File: config.mk
export PLATFORM = sky130hd
export DESIGN_NAME = axis_s_pkt_buf
export DESIGN_NICKNAME = d
export VERILOG_FILES = /design/src/rtl/axis_s_pkg.sv /design/src/rtl/axis_s_fifo_mem.sv /design/src/rtl/axis_s_pkt_buf.sv
export SDC_FILE = /design/constraint.sdc
export NUM_CORES = 1
export LEC_CHECK = 0
export ABC_AREA = 1
export CORE_MARGIN = 4
export CORE_UTILIZATION = 56
export CTS_BUF_LIST = sky130_fd_sc_hd__clkbuf_8 sky130_fd_sc_hd__clkbuf_16
export CTS_CLUSTER_DIAMETER = 40
export CTS_CLUSTER_SIZE = 8
export DETAILED_ROUTE_END_ITERATION = 16
export HOLD_SLACK_MARGIN = 0.12
export PLACE_DENSITY = 0.79
export REMOVE_ABC_BUFFERS = 1
export SETUP_SLACK_MARGIN = 0.3
export SLEW_MARGIN = 20
export SYNTH_ARGS = -nofsm -noshare
export SYNTH_HDL_FRONTEND = slang
export SYNTH_SLANG_ARGS = --single-unit
File: constraint.sdc
create_clock -name s_axis_aclk -period 3.6 [get_ports s_axis_aclk]
set_input_delay 0.54 -clock s_axis_aclk [delete_from_list [all_inputs] [get_ports s_axis_aclk]]
set_output_delay 0.54 -clock s_axis_aclk [all_outputs]
set_load 0.05 [all_outputs]
File: src/rtl/axis_s_pkg.sv
// Shared types and constants for the AXI-Stream slave packet buffer.
package axis_s_pkg;

  typedef enum logic {
    IDLE = 1'b0,
    BODY = 1'b1
  } pkt_state_t;

  localparam int PKT_CNT_W = 16;

endpackage

File: src/rtl/axis_s_fifo_mem.sv
// Beat storage: DEPTH x WIDTH array, synchronous write, asynchronous read.
module axis_s_fifo_mem
  import axis_s_pkg::*;
#(
  parameter int WIDTH = 9,
  parameter int DEPTH = 16,
  localparam int AW = $clog2(DEPTH)
) (
  input  logic             clk,
  input  logic             we,
  input  logic [AW-1:0]    waddr,
  input  logic [WIDTH-1:0] wdata,
  input  logic [AW-1:0]    raddr,
  output logic [WIDTH-1:0] rdata
);

  logic [WIDTH-1:0] mem [DEPTH];

  // Contents are deliberately not reset; the pointers define what is valid.
  always_ff @(posedge clk) begin
    if (we) begin
      mem[waddr] <= wdata;
    end
  end

  assign rdata = mem[raddr];

endmodule

File: src/rtl/axis_s_pkt_buf.sv
// AXI-Stream slave packet buffer: FWFT FIFO with packet-boundary tracking.
// Optional packet counter enabled by defining AXIS_S_PKT_CNT_EN.
module axis_s_pkt_buf
  import axis_s_pkg::*;
#(
  parameter int DATA_W = 8,
  parameter int DEPTH  = 16,
  localparam int AW = $clog2(DEPTH),
  localparam int LW = $clog2(DEPTH) + 1
) (
  input  logic                 s_axis_aclk,
  input  logic                 s_axis_aresetn,
  input  logic                 s_axis_tvalid,
  input  logic [DATA_W-1:0]    s_axis_tdata,
  input  logic                 s_axis_tlast,
  output logic                 s_axis_tready,
  input  logic                 rd_en,
  output logic [DATA_W-1:0]    dout,
  output logic                 dout_last,
  output logic                 dout_valid,
  output logic [LW-1:0]        level,
  output logic                 in_packet,
  output logic [PKT_CNT_W-1:0] pkt_cnt
);

  logic [AW-1:0] wr_ptr;
  logic [AW-1:0] rd_ptr;
  logic [LW-1:0] level_q;
  logic          ready_q;
  logic          accept;
  logic          pop;
  pkt_state_t    state;
  pkt_state_t    state_nxt;

  // ready_q holds tready low while in reset without adding a path from tvalid.
  assign s_axis_tready = ready_q && (level_q != LW'(DEPTH));
  assign dout_valid    = (level_q != '0);
  assign accept        = s_axis_tvalid && s_axis_tready;
  assign pop           = rd_en && dout_valid;
  assign level         = level_q;
  assign in_packet     = (state == BODY);

  always_ff @(posedge s_axis_aclk) begin
    if (!s_axis_aresetn) begin
      wr_ptr  <= '0;
      rd_ptr  <= '0;
      level_q <= '0;
      ready_q <= 1'b0;
    end else begin
      ready_q <= 1'b1;
      if (accept) begin
        wr_ptr <= wr_ptr + AW'(1);
      end
      if (pop) begin
        rd_ptr <= rd_ptr + AW'(1);
      end
      case ({accept, pop})
        2'b10:   level_q <= level_q + LW'(1);
        2'b01:   level_q <= level_q - LW'(1);
        default: level_q <= level_q;
      endcase
    end
  end

  always_ff @(posedge s_axis_aclk) begin
    if (!s_axis_aresetn) begin
      state <= IDLE;
    end else begin
      state <= state_nxt;
    end
  end

  always_comb begin
    state_nxt = state;
    case (state)
      IDLE:    if (accept && !s_axis_tlast) state_nxt = BODY;
      BODY:    if (accept && s_axis_tlast)  state_nxt = IDLE;
      default: state_nxt = IDLE;
    endcase
  end

  axis_s_fifo_mem #(
    .WIDTH (DATA_W + 1),
    .DEPTH (DEPTH)
  ) u_mem (
    .clk   (s_axis_aclk),
    .we    (accept),
    .waddr (wr_ptr),
    .wdata ({s_axis_tlast, s_axis_tdata}),
    .raddr (rd_ptr),
    .rdata ({dout_last, dout})
  );

`ifdef AXIS_S_PKT_CNT_EN
  logic [PKT_CNT_W-1:0] pkt_cnt_q;

  // Counts tlast beats at acceptance; wraps naturally at 2^PKT_CNT_W.
  always_ff @(posedge s_axis_aclk) begin
    if (!s_axis_aresetn) begin
      pkt_cnt_q <= '0;
    end else if (accept && s_axis_tlast) begin
      pkt_cnt_q <= pkt_cnt_q + PKT_CNT_W'(1);
    end
  end

  assign pkt_cnt = pkt_cnt_q;
`else
  assign pkt_cnt = '0;
`endif

endmodule
======== After elaboration in Yosys (flattened, before gate mapping) ========
Memories as Yosys holds them, arrays and structs flattened. A register that Yosys moved wholly into a read port is not among the register bits.
Index checks and enable logic that the tools add are counted.
storage, ports and cells
  bits in read-only memories .............. 0
  memory bits (writable) .................. 144
  input port bits ......................... 13
  output and inout bits ................... 33
  latch bits .............................. 0
  memories kept ........................... 1
  bits in registers ....................... 15
operators by class
  multiply operators ...................... 0
  divide/modulo/power cells ............... 0
  $lt $le $gt $ge ......................... 0
  add/subtract/negate cells ............... 4
  muxes and demuxes ....................... 9
  equality and inequality tests ........... 3
  shift operators ......................... 0
  bitwise logic cells ..................... 1
  reductions and logical operators ........ 8
memory list
  name       words  width  rd ports  clocked after Yosys merged registers in  wr ports  RTL line               source
  u_mem.mem  16     9      1         1                                        1         axis_s_fifo_mem.sv:17  logic [WIDTH-1:0] mem [DEPTH];
operator list
  kind                 number
  $pmux 5 s2           1
  $add 4x1->4 const B  2
  $mux 4               2
  $add 5x1->5 const B  1
  $logic_and 1x1->1    5
  $mux 1               5
  $ne 5x5->1 const B   1
  $reduce_bool 5->1    1
  $sub 5x1->5 const B  1
  $eq 2x1->1 const B   1
  $eq 2x2->1 const B   1
  $pmux 1 s2           1
  $reduce_bool 2->1    1
  $logic_not 1->1      1
  $not 1->1            1

======== Depth between registers and ports, before layout ========
Gate-level depths: netlist of run 1.
  word-level depth ........................ 6
  gate-level depth with buffers ........... 17
  gate-level depth less buffers ........... 17

======== Hierarchy ========
From an unflattened synthesis of run 1, not the netlist that was laid out.
unflattened totals
  cells, all modules ...................... 756
  area, all modules ....................... 7384.6 µm²
by module, submodules not included
  module           cells an instance  instances  area an instance (µm²)  sequential area each (µm²)
  axis_s_fifo_mem  606                1          6322.3                  4324.1
  axis_s_pkt_buf   150                1          1062.3                  300.3

======== Least setup slack after synthesis of run 1 ========
OpenSTA, ideal clock, no wires.
  kind .................................... reg-to-reg
  start point ............................. reg level_q[0], in the netlist level[0]
  end point ............................... reg level_q[4], in the netlist level[4]
  stages on the path, launching flop included .. 17
  clock period less this slack ............ 2886 ps
  required time ........................... 3491 ps
  arrival ................................. 2777 ps
  setup slack ............................. 714 ps
  path buffers ............................ 0
  path through ............................ dfxtp_1 -> nor2_1 -> nand4_1 -> nand2_1 -> inv_1 -> ha_1 -> nand2_1 -> inv_1 -> nor2_1 -> ha_1 -> inv_1 -> nand2_1 -> nand3_1 -> nand3b_1 -> nand3_1 -> nand2_1 -> inv_1
on the way
  elaborated cells on any way between the ends .. 11
  classes of those cells .................. 2 x add/sub; 3 x eq/ne; 1 x mux; 5 x reduce/logical
RTL lines
  element                                          RTL line              source
  from (decl)                                      axis_s_pkt_buf.sv:28  logic [LW-1:0] level_q;
  from (signal assigned)                           axis_s_pkt_buf.sv:58  2'b10: level_q <= level_q + LW'(1);
  from (signal assigned)                           axis_s_pkt_buf.sv:59  2'b01: level_q <= level_q - LW'(1);
  from (signal assigned)                           axis_s_pkt_buf.sv:60  default: level_q <= level_q;
  $reduce_bool 5->1 *                              axis_s_pkt_buf.sv:37  assign dout_valid = (level_q != '0);
  net dout_valid                                   axis_s_pkt_buf.sv:20  output logic dout_valid,
  $logic_and 1x1->1 *                              axis_s_pkt_buf.sv:39  assign pop = rd_en && dout_valid;
  net pop                                          axis_s_pkt_buf.sv:31  logic pop;
  $eq 2x1->1 or $eq 2x2->1 (tied branches)         axis_s_pkt_buf.sv:57  case ({accept, pop})
  $pmux 5 s2 or $reduce_bool 2->1 (tied branches)  n/a
The timed path passes the listed nets; every way through them passes the cells marked *.
A chain may end at the register's enable or synchronous reset.

==> results by group, run 1 <==
Outcome
  – Status: finished clean

Power and ir drop
  – LEAKAGE: between 3 and 4 nW
  – Worst IR Drop VDD: roughly 0.00054 V
  – Power Dens Cells: between 600 and 700 nW/um^2

Drt
  – Routed Antenna Nets: 0
  – Iter 0 DRT Violations: ~500
  – Top sig layer: met4
  – Vias/cell: around 5.5
  – Router iterations before antenna repair: 5
  – Vias: around 4,700
  – Met2 Routed Length: roughly 7.5 mm
  – Post-Route WL: 15.34 mm
  – WL met1: 6.270 mm
  – Met3 WL: between 1 and 1.5 mm
  – Routed wire length per instance: 18.24 um
  – DRC viols: 0

Synth
  – Syn Inst Count: between 600 and 700
  – Yosys warning count: 0
  – Post-synthesis cell type count: 26
  – Adder-Cell Fraction of Synth Area: under 10%
  – Compound-gate portion of the synthesized area: a little under an eighth
  – Largest family of logic cells by synthesized area: compound AO/OA/AOI/OAI gates
  – Seq cells post-synth: 163
  – Sequential fraction of the synthesis area: between 60% and 70%
  – Syn_area_per_cell: roughly 11 sq um
  – Synth Cell Area: ~7100 sq um
  – Xor and xnor area share after synthesis: 0.7389%
  – Mux cell area share after synthesis: 0%
  – Post-synthesis simple-gate area fraction: a little over a tenth

Floorplanning
  – # IOs: 46
  – Core Region: approximately 12,000 sq um
  – Width of the die: about 120 um
  – Die span in y: 120.7 um
  – Num rows: 40
  – Initial Util: around 58%
  – Die ar.: 14,570 sq um

Cells and area
  – Area of the multi-input gates: around 1800 sq um
  – # diodes: 0
  – Fill cells: 879
  – Nets: 685
  – Layout Cell Area excl Fill: just over 8000 sq um
  – Fraction of layout instances using a drive strength above 1: approximately a tenth
  – Area Overhead vs Synth: 13.92%
  – Register Area: 4710 sq um

Timing
  – Final Critical Period: roughly 3.2 ns
  – Slew Limit Fails: 0
  – Slew margin rel.: a little over half
  – Hold Fails Final Rpt: 0
  – Setup TNS: 0 ns
  – RSZ-0062 raised after global routing: no
  – # setup viols final: 0
  – Worst Skew: between 0.008 and 0.009 ns
  – Slew @ Worst Pin: 0.6916 ns
  – Tcrit/Tclk final: 88.22%
  – F_max: 314.9 MHz
  – Final worst slack: 0.4240 ns

Worst setup path
  – Crit path capture type: output pin
  – Most used cell, CP: nand3_1
  – Kind of critical path: flip-flop to output pin
  – Critical Path RT: 3.06 ns
  – CP max FO: 42
  – CP max-delay cell: clkdlybuf4s50_1
  – CP startpoint kind: flip-flop
  – R2R cell count: 16
  – Reg2reg start: level[0]
  – Worst R2R End: level[4]
  – Critical Path Max Stage Delay: 0.81 ns
  – WP data arrival: 2.64 ns
  – Flop2flop setup slack: 1.12 ns
  – Crit path cell chain: buf_12, o211ai_2, nand3_1, nand3_1, nand2_1, clkdlybuf4s50_1

Clock tree
  – CTS sink count: approximately 160
  – Latest clock arrival within the worst-skew pair: between 0.4 and 0.5 ns
  – Reg clk slew, reported paths: roughly 0.06 ns
  – TritonCTS clock tree: done
  – CTS Buf Count: 17
  – CTS root buf: clkbuf_16
  – # H-tree levels: 4
  – CTS Buffer Depth: 2

Placement
  – Area post-placement: ~7600 sq um
  – Dpl hpwl: about 9.7 mm
  – Gpl congestion: between 0.7 and 0.8
  – Port bufs: 29
  – Pre-CTS WS: 0.8250 ns

Run
  – Max_cap viols: 0

Global routing
  – First-pass GRT wire length: between 20 and 25 mm
  – Initial antenna violation count: 0
  – Vias in the first global route: around 4,500
  – Gr usage total: 22.02%
  – Total grt overflow: 0
  – Pin count of the biggest net entering global routing: 43

Min path
  – Worst Hold Class: flip-flop to flip-flop
  – Hold Crit Depth: 2
## placed cells by master (no fill, tap or decap), drive strengths merged, types with 19 or more instances in the layout
cell and instances:
edfxtp 144, inv 97, nand2 84, nand3 63, a21oi 49, o21ai 41
o211ai 36, clkdlybuf4s50 27, buf 24, nor2 23, dfxtp 19
## registers in the layout, summed over array words and instances, names as in the netlist, named ones only
signal and count:
wr_ptr 4, u_mem.mem 144, level 5, rd_ptr 4, ready_q 1
## cell type report
class | count | area share, %
Clock inverter | 12 | 0.9730
Multi-Input combinational cell | 331 | 22.13
Timing Repair Buffer | 53 | 6.425
Inverter | 97 | 4.494
Clock buffer | 17 | 5.251
Sequential cell | 163 | 58.13
Tap cell | 168 | 2.595
## critical path, delay by kind of cell (launching register included)
kind | cells | cell delay [ns]
AND/OR/NAND/NOR | 3 | 0.39
buffers and inverters | 2 | 1.09
flip-flops | 1 | 0.58
AO/OA/AOI/OAI | 1 | 0.12
## worst max-delay path by stage
stage | from | endpoint | slack, ns | cells past startpoint
3_5_place_dp | flip-flop | dout[6] | 0.82 | 6
2_1_floorplan | flip-flop | dout[2] | -0.51 | 4
6_report | flip-flop | dout[7] | 0.42 | 6
3_3_place_gp | flip-flop | dout[4] | 0.92 | 6
4_1_cts | flip-flop | dout[6] | 0.38 | 6
5_1_grt | flip-flop | dout[7] | 0.32 | 6
## cells by family after synthesis
kind of cell | Yosys count
and+or+nand+nor | 173
DFF | 163
buffers and inverters | 141
AOI/OAI and AO/OA | 127
adders and majority gates | 9
xor gates and xnor gates | 6
other | 1
## repair_timing
action                     4_1_cts  5_1_grt
buffers inserted                 0        1
setup endpoints to repair        0        4
hold buffers                     0        0
resized for setup                0        2
## metal layers
layer  up-vias  GRT usage, %
met5         -             0
met4         0         8.924
met3        41         5.379
met2       220         35.98
met1      2207         28.40
li1       2194             -
## Yosys cell counts
cell      instances  share of area, %
nand3_1          62               4.4
inv_2             1             0.053
ha_1              9               1.6
conb_1            1             0.053
o21bai_1          1              0.11
inv_1            93               4.9
xnor2_1           2              0.25
o211ai_2         18               3.2
buf_2            14              0.99
o21ai_1           4              0.28
buf_1             1             0.053
nand3b_1          1              0.11
xor2_1            4              0.49
edfxtp_1        144                61
buf_4            17               1.8
dfxtp_1          19               5.3
clkbuf_1          4              0.21
o211ai_1         18               1.9
nand4_1           2              0.18
nor2_1           23               1.2
o21ai_0          37               2.6
nand2_1          84               4.4
buf_6             8               1.3
nand3_4           1              0.25
clkinv_1          3              0.16
a21oi_1          49               3.4
## metrics by stage
step / total power, mW / hold slack (ns) / instances / util, %
after floorplan: 3.447 / 0.4719 / 591 / -
after global placement: 3.940 / 0.4599 / 811 / 62.05
after detailed placement: 4.007 / 0.4684 / 811 / 62.05
after CTS: 5.567 / 0.4825 / 840 / 66.18
after global routing: 5.845 / 0.5029 / 841 / 66.34
final: 5.574 / 0.4805 / 841 / 66.34
## where the power goes
group          internal (mW)  switching, mW
Sequential              2.13          0.109
Combinational          0.584           1.18
Clock                  0.915          0.655
Total                   3.63           1.95
Power figures use the tool's default switching activity.
==> inputs of run 2 (changes only) <==
Settings changed: HOLD_SLACK_MARGIN 0.12 to default.
==> results of run 2 <==
Final layout, timing and power as in run 1 (identical DEF).
